===== src/rtl/serial_add_ctrl_pkg.sv =====
// ----------------------------------------------------------------------------
// serial_alu_pkg
//   Shared definitions for the bit-serial adder sequencer (serial_add_ctrl).
//   Holds the FSM state type and its encoding constants so that the
//   sequencer and any observer logic agree on the state values.
//
//   Contents:
//     ST_IDLE / ST_RUN / ST_DONE  2-bit encoding constants
//     state_t                     FSM state enum built on those constants
// ----------------------------------------------------------------------------
package serial_alu_pkg;

    localparam logic [1:0] ST_IDLE = 2'd0;
    localparam logic [1:0] ST_RUN  = 2'd1;
    localparam logic [1:0] ST_DONE = 2'd2;

    typedef enum logic [1:0] {
        IDLE = ST_IDLE,
        RUN  = ST_RUN,
        DONE = ST_DONE
    } state_t;

endpackage


===== src/rtl/serial_add_ctrl_if.sv =====
// ----------------------------------------------------------------------------
// serial_add_ctrl_if
//   Operand/result handshake bundle for serial_add_ctrl.
//
//   Parameter:
//     WIDTH      operand/result width in bits
//
//   Signals:
//     in_valid   producer -> block   operands on A/B/carry_in are valid
//     in_ready   block -> producer   block can accept operands (IDLE only)
//     A, B       producer -> block   WIDTH-bit operands
//     carry_in   producer -> block   initial carry
//     sub        producer -> block   subtract request (only with SERIAL_SUB_EN)
//     out_valid  block -> consumer   sum/carry_out valid
//     out_ready  consumer -> block   consumer accepts result
//     sum        block -> consumer   WIDTH-bit result
//     carry_out  block -> consumer   carry out of bit WIDTH-1
//     busy       block -> anyone     high while RUN or DONE
//
//   Modports:
//     slave   the serial adder block
//     master  the producer/consumer side (testbench or surrounding datapath)
//
//   Optional feature macro: SERIAL_SUB_EN (adds the sub signal).
// ----------------------------------------------------------------------------
interface serial_add_ctrl_if #(
    parameter int unsigned WIDTH = 8
);

    logic             in_valid;
    logic             in_ready;
    logic [WIDTH-1:0] A;
    logic [WIDTH-1:0] B;
    logic             carry_in;
`ifdef SERIAL_SUB_EN
    logic             sub;
`endif
    logic             out_valid;
    logic             out_ready;
    logic [WIDTH-1:0] sum;
    logic             carry_out;
    logic             busy;

    modport slave (
`ifdef SERIAL_SUB_EN
        input  sub,
`endif
        input  in_valid,
        input  A,
        input  B,
        input  carry_in,
        input  out_ready,
        output in_ready,
        output out_valid,
        output sum,
        output carry_out,
        output busy
    );

    modport master (
`ifdef SERIAL_SUB_EN
        output sub,
`endif
        output in_valid,
        output A,
        output B,
        output carry_in,
        output out_ready,
        input  in_ready,
        input  out_valid,
        input  sum,
        input  carry_out,
        input  busy
    );

endinterface


===== src/rtl/serial_add_ctrl_fa.sv =====
// ----------------------------------------------------------------------------
// full_adder
//   1-bit full adder cell used as the arithmetic slice of the bit-serial
//   adder.
//
//   Ports:
//     a, b   in   operand bits
//     cin    in   carry in
//     s      out  sum bit      (a ^ b ^ cin)
//     cout   out  carry out    (majority of a, b, cin)
// ----------------------------------------------------------------------------
module full_adder (
    input  logic a,
    input  logic b,
    input  logic cin,
    output logic s,
    output logic cout
);

    always_comb begin
        s    = a ^ b ^ cin;
        cout = (a & b) | (a & cin) | (b & cin);
    end

endmodule


===== src/rtl/serial_add_ctrl.sv =====
// ----------------------------------------------------------------------------
// serial_add_ctrl
//   Sequencer for a bit-serial adder built around a single full_adder slice.
//   Operands are accepted through a valid/ready handshake, processed one bit
//   pair per clock (LSB first) with the carry registered between bits, and
//   the result is held until the consumer takes it. An add takes WIDTH
//   cycles; one op completes at most every WIDTH+2 cycles.
//
//   Parameter:
//     WIDTH   operand/result width in bits (>= 2)
//
//   Ports:
//     clk     in   rising-edge clock
//     rst     in   synchronous, active-high reset
//     bus     serial_add_ctrl_if.slave  (in_valid/in_ready/A/B/carry_in/
//             [sub]/out_valid/out_ready/sum/carry_out/busy)
//
//   Optional feature macro: SERIAL_SUB_EN
//     When defined, bus.sub is sampled at accept; sub=1 computes A-B by
//     latching ~B and forcing the initial carry to 1 (carry_in ignored).
//     carry_out=1 then means no borrow (A >= B).
// ----------------------------------------------------------------------------
module serial_add_ctrl
    import serial_alu_pkg::*;
#(
    parameter int unsigned WIDTH = 8
) (
    input  logic                   clk,
    input  logic                   rst,
    serial_add_ctrl_if.slave       bus
);

    localparam int unsigned    CW       = $clog2(WIDTH);
    localparam logic [CW-1:0]  CNT_LAST = CW'(WIDTH - 1);

    state_t           state;
    state_t           state_n;

    logic [CW-1:0]    cnt;
    logic [WIDTH-1:0] a_sh;
    logic [WIDTH-1:0] b_sh;
    logic             carry;

    logic [WIDTH-1:0] sum_q;
    logic             co_q;
    logic             ov_q;

    logic             accept;
    logic             last_bit;
    logic             release_res;

    logic [WIDTH-1:0] b_init;
    logic             c_init;

    logic             fa_s;
    logic             fa_c;

    // ------------------------------------------------------------------
    // Operand conditioning at accept
    // ------------------------------------------------------------------
`ifdef SERIAL_SUB_EN
    // Two's-complement subtract: A + ~B + 1.
    always_comb begin
        b_init = bus.sub ? ~bus.B : bus.B;
        c_init = bus.sub ? 1'b1   : bus.carry_in;
    end
`else
    always_comb begin
        b_init = bus.B;
        c_init = bus.carry_in;
    end
`endif

    // ------------------------------------------------------------------
    // Handshake qualifiers
    // ------------------------------------------------------------------
    always_comb begin
        accept      = (state == IDLE) && bus.in_valid;
        last_bit    = (state == RUN)  && (cnt == CNT_LAST);
        release_res = (state == DONE) && bus.out_ready;
    end

    // ------------------------------------------------------------------
    // 1-bit arithmetic slice
    // ------------------------------------------------------------------
    full_adder u_fa (
        .a    (a_sh[0]),
        .b    (b_sh[0]),
        .cin  (carry),
        .s    (fa_s),
        .cout (fa_c)
    );

    // ------------------------------------------------------------------
    // FSM: state register
    // ------------------------------------------------------------------
    always_ff @(posedge clk) begin
        if (rst) begin
            state <= IDLE;
        end else begin
            state <= state_n;
        end
    end

    // ------------------------------------------------------------------
    // FSM: next-state logic
    // ------------------------------------------------------------------
    always_comb begin
        state_n = state;
        case (state)
            IDLE: if (accept)      state_n = RUN;
            RUN:  if (last_bit)    state_n = DONE;
            DONE: if (release_res) state_n = IDLE;
            default:               state_n = IDLE;
        endcase
    end

    // ------------------------------------------------------------------
    // Datapath: counter, shift registers, carry flop, result registers
    //
    // a_sh doubles as the sum accumulator: as each operand bit leaves at
    // the LSB, the matching sum bit enters at the MSB, so after WIDTH
    // shifts the register holds the full sum. The final bit is merged
    // directly into sum_q at the last edge.
    // ------------------------------------------------------------------
    always_ff @(posedge clk) begin
        if (rst) begin
            cnt   <= '0;
            a_sh  <= '0;
            b_sh  <= '0;
            carry <= 1'b0;
            sum_q <= '0;
            co_q  <= 1'b0;
            ov_q  <= 1'b0;
        end else begin
            case (state)
                IDLE: begin
                    if (accept) begin
                        a_sh  <= bus.A;
                        b_sh  <= b_init;
                        carry <= c_init;
                        cnt   <= '0;
                    end
                end
                RUN: begin
                    a_sh  <= {fa_s, a_sh[WIDTH-1:1]};
                    b_sh  <= b_sh >> 1;
                    carry <= fa_c;
                    if (last_bit) begin
                        sum_q <= {fa_s, a_sh[WIDTH-1:1]};
                        co_q  <= fa_c;
                        ov_q  <= 1'b1;
                    end else begin
                        cnt   <= cnt + 1'b1;
                    end
                end
                DONE: begin
                    if (release_res) begin
                        ov_q <= 1'b0;
                    end
                end
                default: begin
                    ov_q <= 1'b0;
                end
            endcase
        end
    end

    // ------------------------------------------------------------------
    // Outputs
    // ------------------------------------------------------------------
    always_comb begin
        bus.in_ready  = (state == IDLE);
        bus.busy      = (state != IDLE);
        bus.out_valid = ov_q;
        bus.sum       = sum_q;
        bus.carry_out = co_q;
    end

endmodule


===== src/flat_wrapper.sv =====
// flat-port wrapper written by rule: the top's interface ports become plain ports
module serial_add_ctrl_flat import serial_alu_pkg::*;
#(
    parameter int unsigned WIDTH = 8
)
  (clk, rst, bus_in_valid, bus_A, bus_B, bus_carry_in, bus_out_ready, bus_in_ready, bus_out_valid, bus_sum, bus_carry_out, bus_busy);
  serial_add_ctrl_if #(.WIDTH(WIDTH)) bus_i ();
  input  logic clk;
  input  logic rst;
  input wire logic [$bits(bus_i.in_valid)-1:0] bus_in_valid;
  input wire logic [$bits(bus_i.A)-1:0] bus_A;
  input wire logic [$bits(bus_i.B)-1:0] bus_B;
  input wire logic [$bits(bus_i.carry_in)-1:0] bus_carry_in;
  input wire logic [$bits(bus_i.out_ready)-1:0] bus_out_ready;
  output wire logic [$bits(bus_i.in_ready)-1:0] bus_in_ready;
  output wire logic [$bits(bus_i.out_valid)-1:0] bus_out_valid;
  output wire logic [$bits(bus_i.sum)-1:0] bus_sum;
  output wire logic [$bits(bus_i.carry_out)-1:0] bus_carry_out;
  output wire logic [$bits(bus_i.busy)-1:0] bus_busy;
  assign bus_i.in_valid = bus_in_valid;
  assign bus_i.A = bus_A;
  assign bus_i.B = bus_B;
  assign bus_i.carry_in = bus_carry_in;
  assign bus_i.out_ready = bus_out_ready;
  assign bus_in_ready = bus_i.in_ready;
  assign bus_out_valid = bus_i.out_valid;
  assign bus_sum = bus_i.sum;
  assign bus_carry_out = bus_i.carry_out;
  assign bus_busy = bus_i.busy;
  serial_add_ctrl #(.WIDTH(WIDTH)) u_core (.clk(clk), .rst(rst), .bus(bus_i));
endmodule

===== config.mk =====
export PLATFORM = sky130hd
export DESIGN_NAME = serial_add_ctrl_flat
export DESIGN_NICKNAME = d
export VERILOG_FILES = /design/src/rtl/serial_add_ctrl_pkg.sv /design/src/rtl/serial_add_ctrl_if.sv /design/src/rtl/serial_add_ctrl_fa.sv /design/src/rtl/serial_add_ctrl.sv /design/src/flat_wrapper.sv
export SDC_FILE = /design/constraint.sdc
export NUM_CORES = 1
export LEC_CHECK = 0
export BUFFER_PORTS_ARGS = -buffer_cell sky130_fd_sc_hd__buf_4
export CAP_MARGIN = 20
export CELL_PAD_IN_SITES_DETAIL_PLACEMENT = 1
export CELL_PAD_IN_SITES_GLOBAL_PLACEMENT = 1
export CORE_MARGIN = 5
export CORE_UTILIZATION = 30
export CTS_CLUSTER_DIAMETER = 60
export DETAILED_ROUTE_END_ITERATION = 12
export GPL_TIMING_DRIVEN = 1
export HOLD_SLACK_MARGIN = 0.15
export PLACE_DENSITY_LB_ADDON = 0.1
export SLEW_MARGIN = 20
export SYNTH_ARGS = -nofsm -noshare
export SYNTH_HDL_FRONTEND = slang
export SYNTH_SLANG_ARGS = --single-unit
export TNS_END_PERCENT = 10

===== constraint.sdc =====
create_clock -name clk -period 2.5 [get_ports clk]
set_input_delay 0.125 -clock clk [delete_from_list [all_inputs] [get_ports clk]]
set_output_delay 0.125 -clock clk [all_outputs]
set_load 0.02 [all_outputs]

==> results.tsv, run 1 <==
stage	metric	value	unit
sta	period_minus_slack	1670	ps
clock_network	cts_tree	yes	
floorplanning	die_w	80.7	µm
setup_path	path_buf_inv	0	
detailed_routing	ant_nets	0	
place	hpwl	2310	µm
detailed_routing	routedWlPerCell	13.7	µm
clock_network	insertion_delay	280	ps
setup_path	critical_path_arrival	1820	ps
layout	n_fill_cell	534	
layout	final_nets	190	
logic_synthesis	yosysTopAreaCell	dfxtp_1	
floorplanning	row_count	25	
setup_path	critPathTopFamily	simple AND/OR/NAND/NOR gates	
setup_path	end_kind	register	
logic_synthesis	yosysSeqAreaShare	0.427	
grt	grt_max_degree	32	
setup_path	crit_path_cell_trace	ha_1, ha_1, nand3b_1, mux2i_1, nor2_1	
logic_synthesis	synth_cells	132	
clock_network	clockRootBuffer	clkbuf_8	
power_and_ir_drop	power.total	1.12	mW
grt	antenna_found_initial	0	
sta	relSlewSlack	0.581	
logic_synthesis	yosys-top-cells-area	dfxtp_1, mux2i_1, a211oi_2	
sta	fin_skew	2.59	ps
place	gp_congestion	0.665	
layout	fin_util	0.392	
clock_network	cts_made_buffers	5	
run	drv_cap	0	
layout	regArea	641	µm²
min_path	hold_class	input pin to register	
setup_path	required	2650	ps
sta	finalWorstSetupSlack	831	ps
grt	groute.usage.overall	0.110	
clock_network	cts.sinks	32	
logic_synthesis	synth_most_common_cell	dfxtp_1	
sta	worstMarginPinSlew	626	ps
grt	grt_first_pass_wirelength	5420	µm
grt	grt_pass1_vias	1140	
layout	multi_input_area	753	µm²
power_and_ir_drop	p_per_area	599	nW/µm²
clock_network	post_cts_buffers	0	
logic_synthesis	synth-seq-cells	32	
detailed_routing	routed_wl	3200	µm
sta	finalHoldViolations	0	
setup_path	crit_slowest_cell	nand3b_1	
floorplanning	dieArea	6520	µm²
floorplanning	core_area	4790	µm²
detailed_routing	vias	1066	
logic_synthesis	yosysUniqueCellTypes	25	
floorplanning	die_y	80.7	µm
floorplanning	num_io_pins	33	
logic_synthesis	yosys_warnings	0	
layout	final_layout_size_suffix_gt1_frac	0.443	
sta	maxSlewViolCount	0	
logic_synthesis	syn_area	1500	µm²
setup_path	critPathMaxStageDelay	460	ps
sta	fmax	0.599	GHz
setup_path	cp_max_fo	10	
logic_synthesis	ys_async_sr_fraction	0	
sta	setup_viol	0	
logic_synthesis	netlist.area_leader.share	0.427	
logic_synthesis	synth_edf_count	0	
detailed_routing	via_per_inst	4.56	
power_and_ir_drop	p_leak	0.825	nW
detailed_routing	post-route-drc-count	0	
detailed_routing	detail_route.first_pass.iterations	4	
grt	grt_overflow	0	
status	outcome	finished clean	
logic_synthesis	synth_nets	156	
sta	finalSetupTns	0	ps
setup_path	path_class	register to register	
place	port_buffers	32	
clock_network	clock_path_buffers	2	
logic_synthesis	syn_avg_cell_area	11.4	µm²
sta	min_period_over_period	0.668	
floorplanning	start_util	0.314	
detailed_routing	drtIter0Drc	25	
power_and_ir_drop	irDropWorstVdd	0.253	mV
logic_synthesis	synth.top_cells.by_count	dfxtp_1, mux2i_1, a211oi_2	
setup_path	start_kind	register	
layout	area_growth	25.0	%
logic_synthesis	synthFlopType	dfxtp_1	
sta	rsz0062_at_grt	no	
layout	antennaDiodeCount	0	
place	pre_cts_ws	810	ps
clock_network	path_clk_slew	60	ps
clock_network	cts.htree.levels	2	
setup_path	crit_top_cell	ha_1	
-- path summary, 6_finish.rpt --
path,startpoint,end,slack (ps),cells after the start
max,u_core.cnt[1],u_core.bus.sum[3],830,5
min,bus_B[2],u_core.b_sh[2],220,3
max reg2reg,u_core.cnt[1],u_core.bus.sum[3],830,5
min reg2reg,u_core.cnt[2],u_core.cnt[2],500,1
-- registers in the layout (all words and copies together), names as in the netlist --
| name | count |
|---|---|
| u_core.bus.out_valid | 1 |
| u_core.b_sh | 8 |
| u_core.state | 2 |
| u_core.cnt | 3 |
| u_core.bus.sum | 8 |
| u_core.a_sh | 8 |
| u_core.bus.carry_out | 1 |
| u_core.carry | 1 |
-- layer usage --
| layer | part of all wire | track usage | up-vias |
|---|---|---|---|
| met5 | 0 | 0 | - |
| met4 | 0.015 | 0.0405 | 0 |
| met3 | 0.069 | 0.0466 | 6 |
| met2 | 0.48 | 0.170 | 23 |
| met1 | 0.44 | 0.136 | 504 |
| li1 | - | - | 533 |
-- per-stage QoR --
| step | cell area (µm²) | hold WS (ps) | cells |
|---|---|---|---|
| final | 1880 | 224 | 234 |
| after global placement | 1760 | 390 | 223 |
| after floorplan | 1500 | 291 | 132 |
| after global routing | 1880 | 225 | 234 |
| after CTS | 1880 | 213 | 234 |
| after detailed placement | 1760 | 418 | 223 |
-- layout by cell type (no fill, tap or decap), types with 3 or more instances in the layout --
| master | synthesis | layout |
|---|---|---|
| a211oi_2 | 16 | 16 |
| mux2i_1 | 25 | 25 |
| dlygate4sd3_1 | 0 | 3 |
| nor2_2 | 14 | 14 |
| clkbuf_8 | 0 | 6 |
| buf_4 | 3 | 34 |
| dfxtp_1 | 32 | 32 |
| nor2_1 | 15 | 15 |
-- area by class of cell --
cell class,count,share of cell area
Clock buffer,8,0.0480
Inverter,1,0.00200
Multi-Input combinational cell,88,0.401
Sequential cell,32,0.341
Tap cell,67,0.0447
Timing Repair Buffer,38,0.163
-- where the power goes --
| group | total, mW | internal [mW] | leakage (nW) | switching (mW) |
|---|---|---|---|---|
| logic | 0.166 | 0.0843 | 0.517 | 0.0817 |
| registers | 0.561 | 0.538 | 0.263 | 0.0227 |
| clock network | 0.397 | 0.224 | 0.0455 | 0.173 |
| total | 1.12 | 0.847 | 0.825 | 0.278 |
-- tightest hold or removal path, cell delays in order --
cell	delay, ps
buf_4	80
mux2i_1	60
a211oi_2	200
-- kinds of logic after synthesis --
group                    Yosys count  synth area share
AO/OA/AOI/OAI                     25             0.181
flip-flops                        32             0.427
AND/OR/NAND/NOR                   34             0.117
multiplexers                      26             0.174
adder cells (fa/ha/maj)            3            0.0300
buffers and inverters             12            0.0717
-- timing repair --
action	4_1_cts	5_1_grt
hold endpoints to repair	2	0
gates resized for setup	0	0
hold buffers	3	0
Note: power is estimated with default switching activity, not from simulation.
==> inputs of run 2 (changes only) <==
- clock period: 2.5 -> 1.4 ns (I/O delays scaled with it)
==> run 2 against run 1 <==
- flip-flop and latch count is the same
- non-clock buffer count rose by 5
- critical path type unchanged
- largest power group unchanged
- maximum frequency grew 25%
==> results.tsv, run 2 (synthesized netlist as in run 1, its figures left out) <==
stage	metric	value	unit	change
status	outcome	finished clean		unchanged
clock_network	clock_path_buffers	2		unchanged
min_path	worstHoldEndpoint	u_core.b_sh[5]		was u_core.b_sh[2]
sta	setup_viol	0		unchanged
sta	period_minus_slack	1330	ps	was 1670 ps
clock_network	insertion_delay	270	ps	was 280 ps
min_path	hp-start	bus_B[5]		was bus_B[2]
setup_path	path_class	register to register		unchanged
layout	stdcell_area	1960	µm²	was 1880 µm²
sta	min_period_over_period	0.951		was 0.668
grt	groute.usage.overall	0.111		was 0.110
layout	fin_util	0.409		was 0.392
power_and_ir_drop	p_per_area	1040	nW/µm²	was 599 nW/µm²
sta	worstMarginPinSlew	255	ps	was 626 ps
layout	layout_commonest_cell	buf_4		unchanged
detailed_routing	routedWlPerCell	14.0	µm	was 13.7 µm
place	dp_cells	227		was 223
layout	final_cell_mix	buf_4, dfxtp_1, mux2i_1, a211oi_2, nor2_2		was buf_4, dfxtp_1, mux2i_1, a211oi_2, nor2_1
setup_path	cp_max_fo	10		unchanged
detailed_routing	detail_route.first_pass.iterations	3		was 4
power_and_ir_drop	seqPwrFrac	0.495		was 0.499
setup_path	required	1560	ps	was 2650 ps
setup_path	r2r_end	u_core.bus.sum[6]		was u_core.bus.sum[3]
grt	grt_overflow	0		unchanged
setup_path	end_kind	register		unchanged
floorplanning	core_area	4790	µm²	unchanged
detailed_routing	post-route-drc-count	0		unchanged
floorplanning	die_y	80.7	µm	unchanged
sta	fmax	0.751	GHz	was 0.599 GHz
clock_network	clockRootBuffer	clkbuf_8		unchanged
floorplanning	start_util	0.314		unchanged
floorplanning	num_io_pins	33		unchanged
place	hpwl	2420	µm	was 2310 µm
clock_network	cts_tree	yes		unchanged
power_and_ir_drop	p_int	1.52	mW	was 0.847 mW
clock_network	path_clk_slew	60	ps	about the same
sta	fin_skew	3.52	ps	was 2.59 ps
setup_path	critical_path_arrival	1490	ps	was 1820 ps
grt	grt_max_degree	33		was 32
min_path	hold_path_depth	3		unchanged
run	drv_cap	0		unchanged
grt	grt_first_pass_wirelength	5530	µm	was 5420 µm
place	port_buffers	32		unchanged
floorplanning	die_w	80.7	µm	unchanged
sta	rsz0062_at_grt	yes		was no
layout	final_nets	195		was 190
layout	stdcell_count	239		was 234
sta	finalSetupTns	0	ps	unchanged
detailed_routing	drtIter0Drc	31		was 25
place	gp_congestion	0.637		was 0.665
sta	holdWs	169	ps	was 224 ps
clock_network	cts.sinks	32		unchanged
setup_path	rrSetupSlack	70	ps	was 830 ps
setup_path	start_kind	register		unchanged
power_and_ir_drop	clkPwrFrac	0.353		about the same
layout	area_growth	30.5	%	was 25.0%
sta	maxSlewViolCount	0		unchanged
grt	antenna_found_initial	0		unchanged
floorplanning	row_count	25		unchanged
layout	final_layout_size_suffix_gt1_frac	0.488		was 0.443
detailed_routing	vias	1088		was 1066
grt	grt_pass1_vias	1163		was 1140
detailed_routing	routed_wl	3350	µm	was 3200 µm
power_and_ir_drop	p_switching	0.507	mW	was 0.278 mW
setup_path	reg2reg_from	u_core.cnt[0]		was u_core.cnt[1]
sta	relSlewSlack	0.830		was 0.581
setup_path	r2r_cells	6		was 5
power_and_ir_drop	p_leak	0.856	nW	was 0.825 nW
clock_network	cts_made_buffers	5		unchanged
sta	finalHoldViolations	0		unchanged
min_path	hold_class	input pin to register		unchanged
place	place_area	1800	µm²	was 1760 µm²
power_and_ir_drop	irDropWorstVdd	0.623	mV	was 0.253 mV
power_and_ir_drop	sw_frac_of_total	0.250		was 0.247
detailed_routing	via_per_inst	4.55		was 4.56
power_and_ir_drop	p_comb_frac	0.151		was 0.148
clock_network	cts.htree.levels	2		unchanged
layout	antennaDiodeCount	0		unchanged
detailed_routing	ant_nets	0		unchanged
floorplanning	dieArea	6520	µm²	unchanged
## run 2: cell types whose count changed in the layout (fill, tap and decap cells not counted), sizes merged
cell	before	now
buf	35	39
dlygate4sd3	3	4
## run 2: what timing repair did
action,CTS,global route
buffers inserted,0,0
setup endpoints to repair,11,11
resized for setup,3,5
hold buffers,4,0
gates cloned,0,0
pin swaps,0,0
hold endpoints to repair,10,0
## run 2: area by class of cell
type | count | area [µm²]
fill | 551 | 2830
multi-input combinational | 88 | 777
sequential | 32 | 643
timing repair buffer | 43 | 362
clock buffer | 8 | 90.1
tap | 67 | 83.8
inverter | 1 | 3.75
## run 2: worst max path at each step
stage | from | end | cells after the start
global route | u_core.cnt[0] | u_core.bus.sum[7] | 6
finish | u_core.cnt[0] | u_core.bus.sum[6] | 6
global placement | u_core.cnt[0] | u_core.cnt[1] | 5
detailed placement | u_core.cnt[0] | u_core.bus.sum[4] | 6
CTS | u_core.cnt[0] | u_core.bus.sum[3] | 6
floorplan | u_core.cnt[0] | u_core.cnt[0] | 4
## run 2: per-stage QoR
stage / worst slack [ps] / power [mW]
3_3_place_gp: 43.0 / 1.31
6_report: 68.0 / 2.03
5_1_grt: -16.1 / 2.16
3_5_place_dp: -16.3 / 1.32
2_1_floorplan: 33.8 / 1.24
4_1_cts: 15.5 / 2.07
## run 2: power by group through the flow
stage / combinational (mW) / clock [mW] / sequential, mW
6_report: 0.307 / 0.717 / 1.00
5_1_grt: 0.337 / 0.808 / 1.01
4_1_cts: 0.313 / 0.753 / 1.00
3_5_place_dp: 0.299 / 0 / 1.02
3_3_place_gp: 0.289 / 0 / 1.02
2_1_floorplan: 0.230 / 0 / 1.01
## run 2: critical path: stages, from the launching register on
cell      delay (ps)
dfxtp_2          320
ha_2             190
ha_4             170
nand3b_1         140
buf_12           160
mux2i_1          180
nor2_1            50
## run 2: metal layers
layer | GRT usage | part of all wire | up-vias
met5 | 0 | 0 | -
met4 | 0.0405 | 0.010 | 0
met3 | 0.0377 | 0.058 | 5
met2 | 0.180 | 0.50 | 22
met1 | 0.137 | 0.43 | 517
li1 | - | - | 544
